### src/rtl/monitor_arbiter.sv
// monitor_arbiter: shares the CPU memory with a debug monitor, halting the CPU
// while the monitor owns it and restarting it at a chosen address on release.
module monitor_arbiter #(
  parameter int addr_width = 9,
  parameter logic [addr_width-1:0] boot_addr = '0
) (
  input  logic                  clk,
  input  logic                  resetn,
  input  logic [addr_width-1:0] cpu_raddr,
  input  logic [addr_width-1:0] cpu_waddr,
  input  logic                  cpu_write,
  input  logic [7:0]            cpu_wdata,
  input  logic                  cpu_halted,
  output logic                  cpu_halt,
  output logic                  cpu_reset,
  output logic [addr_width-1:0] cpu_start_address,
  output logic [addr_width-1:0] mem_raddr,
  output logic [addr_width-1:0] mem_waddr,
  output logic                  mem_write,
  output logic [7:0]            mem_data_in,
  input  logic [7:0]            mem_data_out,
  input  logic                  mon_acquire,
  input  logic                  mon_run,
  input  logic [addr_width-1:0] mon_start_address,
  input  logic                  mon_req,
  input  logic                  mon_we,
  input  logic [addr_width-1:0] mon_addr,
  input  logic [7:0]            mon_wdata,
  output logic                  mon_ack,
  output logic [7:0]            mon_rdata,
  output logic                  mon_granted
);
  typedef enum logic [3:0] {RST1, RST2, RUN, HALTREQ, OWNED, RD1, RD2, WR, REL1, REL2} state_t;
  state_t state;
  logic [addr_width-1:0] raddr_r, waddr_r;
  logic [7:0] wdata_r;
  logic write_r, pass, req;
  // a request still held in its ack cycle is the one just served, not a new one
  assign req = mon_req && !mon_ack;
  assign pass = state == RUN || state == HALTREQ;
  assign mem_raddr = pass ? cpu_raddr : raddr_r;
  assign mem_waddr = pass ? cpu_waddr : waddr_r;
  assign mem_data_in = pass ? cpu_wdata : wdata_r;
  assign mem_write = state == RUN ? cpu_write : write_r;
  always_ff @(posedge clk or negedge resetn) begin
    if (!resetn) begin
      state <= RST1;
      cpu_halt <= 1'b0;
      cpu_reset <= 1'b1;
      cpu_start_address <= boot_addr;
      raddr_r <= '0;
      waddr_r <= '0;
      wdata_r <= '0;
      write_r <= 1'b0;
      mon_ack <= 1'b0;
      mon_rdata <= '0;
      mon_granted <= 1'b0;
    end else begin
      mon_ack <= 1'b0;
      write_r <= 1'b0;
      case (state)
        RST1: state <= RST2;
        RST2: begin
          cpu_reset <= 1'b0;
          state <= RUN;
        end
        RUN: if (mon_acquire) begin
          cpu_halt <= 1'b1;
          state <= HALTREQ;
        end
        HALTREQ: if (cpu_halted) begin
          mon_granted <= 1'b1;
          state <= OWNED;
        end
        OWNED: if (req && !mon_we) begin
          raddr_r <= mon_addr;
          state <= RD1;
        end else if (req) begin
          waddr_r <= mon_addr;
          wdata_r <= mon_wdata;
          write_r <= 1'b1;
          mon_ack <= 1'b1;
          state <= WR;
        end else if (mon_run) begin
          cpu_start_address <= mon_start_address;
          cpu_reset <= 1'b1;
          cpu_halt <= 1'b0;
          mon_granted <= 1'b0;
          state <= REL1;
        end
        RD1: state <= RD2;
        RD2: begin
          mon_rdata <= mem_data_out;
          mon_ack <= 1'b1;
          state <= OWNED;
        end
        WR: state <= OWNED;
        REL1: state <= REL2;
        REL2: begin
          cpu_reset <= 1'b0;
          state <= RUN;
        end
        default: state <= RST1;
      endcase
    end
  end
endmodule
### config.mk
export PLATFORM = sky130hd
export DESIGN_NAME = monitor_arbiter
export DESIGN_NICKNAME = d
export VERILOG_FILES = /design/src/rtl/monitor_arbiter.sv
export SDC_FILE = /design/constraint.sdc
export NUM_CORES = 1
export LEC_CHECK = 0
export BUFFER_PORTS_ARGS = -buffer_cell sky130_fd_sc_hd__buf_4
export CORE_MARGIN = 2
export CORE_UTILIZATION = 50
export DETAILED_ROUTE_END_ITERATION = 7
export GPL_TIMING_DRIVEN = 0
export PLACE_DENSITY = 0.89
export SLEW_MARGIN = 20
export SYNTH_ARGS = -nofsm -noshare
export SYNTH_HDL_FRONTEND = slang
export SYNTH_SLANG_ARGS = --single-unit
### constraint.sdc
create_clock -name clk -period 2.7 [get_ports clk]
set_clock_uncertainty 0.1 [all_clocks]
set_input_delay 0.54 -clock clk [delete_from_list [all_inputs] [get_ports clk]]
set_output_delay 0.54 -clock clk [all_outputs]
set_load 0.02 [all_outputs]
==> impl_results.md <==
* Status: completed
* Start point of the critical path: state[1]
* Remaining antenna violation count at 0
* Highest Clock Rate at 387 MHz
* Clock input transition at the sequential cells of the worst setup and hold paths at 0.09 ns
* Final min period at 2.59 ns
* Number of warning messages in the yosys log at 0
* CTS H-Tree Depth at 2
* Design Area, Final at 0.00346 mm2
* Row cnt at 25
* Cells taking the most area after synthesis: sky130_fd_sc_hd__dfrtp_1 53%, sky130_fd_sc_hd__mux2_2 20%, sky130_fd_sc_hd__mux2_1 12%
* Synth Net Count at 238
* Cts bufs inserted at 5
* Worst EP arrival at between 1.5 and 2 ns
* Portion of the post-synthesis area used by sequential elements at 0.539
* Share of layout cells above drive strength 1 at 0.625
* Crit path required time at 2.06 ns
* Worst hold-check path type: in -> async
* Final number of max-transition violations at 0
* Startpoint types: flip-flop
* RSZ-0062 raised after global routing: false
* Clock Root Buffer: sky130_fd_sc_hd__clkbuf_8
* Drc violations at 0
* Multi-input logic area at between 0.001 and 0.0015 mm2
* Max FO, Critical Path at 10
* Via count of the first global-routing pass at 1853
* 1st-pass router iterations at 4
* Critical path start-end classification: reg -> out
* Ant. Diodes at 0
* Final RePlAce weighted congestion at about 0.78
* Syn Std Cell Area at 0.00242 mm2
* Met2 layer wire length in the routed design at 2830 um
* Top Ports at 116
* Synthesized flop and latch total at 52
* Core region area at 0.00469 mm2
* Max clock buf depth at 2
* Instance count of the mapped netlist at 170
* Global-route congestion overflow total at 0
* Met1 routed wirelength after detailed routing at 2120 um
* Effective utilization at floorplan at 0.515
* I/O Buffers at between 100 and 150
* Commonest cells after routing, fill and taps aside: 117 x sky130_fd_sc_hd__buf_4, 51 x sky130_fd_sc_hd__dfrtp_1, 44 x sky130_fd_sc_hd__mux2_2
* GRT Overall Usage at 0.204
* Uppermost metal layer occupied by signal nets: met4
* Detailed placement HPWL at 4130 um
* Synth cell types at 30
* Post-route total power at 0.00397 W
* Leakage Power at 1.74 nW
* Number of nets in the final layout at 360
* Fin cells at 347
* Peak supply drop at 0.000636 V
* Area of all sequential standard cells at 0.00130 mm2
* Antenna violations before repair at 0
* Placed Cells incl. Taps at 339
* Top-area cell type share of the netlist area at 0.528
* Number of hold-slack violations in the final timing report at 0
* Detailed Route Iter0 Violations at 84
* Later-pin clock latency in the skew report at 0.30 ns
* Placed cell area at 0.00335 mm2
* Commonest non-fill, non-tap cell in the layout: sky130_fd_sc_hd__buf_4
* Total of endpoints with negative setup slack in the final report at 0
* First-pass GRT wire length at 8430 um
* Die Span X at 73.6 um
* Maximum number of pins on one net before global-route repair at between 50 and 60
* Tightest hold margin at around 0.16 ns
* Number of violations of the max-capacitance limit at 0
* Worst max-slew margin expressed relative to the limit at 0.570
* Via density per instance at 5.24
* Transition at the pin with the smallest max-transition slack at 0.645 ns
* Top cell type by total area after synthesis: sky130_fd_sc_hd__dfrtp_1
* # clock sinks at 52
* Startpoint of the worst-slack reg-to-reg timing path: state[3]
* Y dimension of the die at 73.6 um
* Final worst path period share at 0.958
* Total Die Area at about 0.0054 mm2
* TritonCTS clock tree: done
* Overall via count from detail_route at 1818
* Area Growth Syn to Fin at 43.0%
* Post-Route Setup TNS at 0 ns
* Routed met3 length at 353 um
* Endpoint class of the critical path: primary output
* Areal power density over the cells at ~1100 mW/mm2
* Final routed wirelength across all metal layers at 5380 um
* Total of fill cells in the finished design at 320
* Detailed-route wire length per cell at roughly 16 um
* Per-instance average area after synthesis at 14.2 um2
* Total of hold buffers inserted after clock tree synthesis at 0
## through the flow
| stage | util | setup slack [ns] |
|---|---|---|
| global placement | 0.714 | 0.340 |
| detailed placement | 0.714 | 0.285 |
| floorplan | - | 0.594 |
| CTS | 0.735 | 0.0697 |
| global route | 0.737 | 0.0179 |
| finish | 0.737 | 0.113 |
## layer usage
metal / global-route usage / vias up
met3: 0.0508 / 12
met5: 0 / -
met2: 0.358 / 67
met1: 0.240 / 882
met4: 0.0747 / 0
li1: - / 857
## sequential cells by signal, summed over array words and instances, names as in the netlist
register / flops
write_r: 1
wdata_r: 8
cpu_halt: 1
waddr_r: 9
cpu_reset: 1
mon_rdata: 8
mon_granted: 1
state: 4
cpu_start_address: 9
mon_ack: 1
raddr_r: 9
## cell usage after synthesis, drive strengths merged
| cell | instances |
|---|---|
| dfrtp | 51 |
| o22ai | 1 |
| a21oi | 6 |
| or2 | 1 |
| mux2 | 70 |
| or3b | 1 |
| a32o | 2 |
| nand2 | 4 |
| and3 | 1 |
| nor2 | 5 |
| dfstp | 1 |
| nor3 | 1 |
| nor4b | 2 |
| nor2b | 1 |
| o21ai | 2 |
| nand3b | 2 |
| mux2i | 1 |
| nand2b | 2 |
| o32ai | 1 |
| nor3b | 1 |
| inv | 3 |
| buf | 9 |
| o21a | 1 |
| a211oi | 1 |
## worst max-delay path: stages (launching register included)
cell	delay, ns
sky130_fd_sc_hd__dfrtp_1	0.52
sky130_fd_sc_hd__nor3b_4	0.30
sky130_fd_sc_hd__buf_2	0.29
sky130_fd_sc_hd__mux2_2	0.37
sky130_fd_sc_hd__buf_4	0.16
## final cells by class
cell class | count | share of cell area
flip-flops and latches | 52 | 0.376
well taps | 54 | 0.0195
plain buffers | 9 | 0.0177
repair buffers | 115 | 0.250
inverters | 3 | 0.00325
clock buffers | 7 | 0.0250
clock inverters | 1 | 0.00217
multi-input cells | 106 | 0.306
## power by group
| part | total, W | internal (W) | switching (W) |
|---|---|---|---|
| Combinational | 0.00222 | 0.00113 | 0.00109 |
| Sequential | 0.00130 | 0.00112 | 0.000186 |
| Clock | 0.000450 | 0.000209 | 0.000241 |
## cell families after synthesis
family,count (synthesis),share of synthesized area
muxes,71,0.330
DFF,52,0.539
buffers and inverters,12,0.0279
and+or+nand+nor,21,0.0662
AOI/OAI and AO/OA,14,0.0372
## path summary, 6_finish.rpt
kind                                        end  slack, ns  depth (start not counted)
setup / recovery                 mem_data_in[4]       0.11                          4
hold / removal             cpu_start_address[4]       0.16                          1
setup reg to reg                     raddr_r[1]       0.75                          5
hold reg to reg                       cpu_reset       0.37                          2
max in group asynchronous            wdata_r[1]       1.91                          1
min in group clk           cpu_start_address[7]       0.35                          2
## what timing repair did
item / in CTS / in global routing
endpoints found under the setup margin: 26 / 22
pin swaps: 0 / 0
setup buffers: 0 / 0
gates resized for setup: 1 / 3
hold endpoints to repair: 0 / 0
No activity file was read; power rests on OpenSTA's default activity.
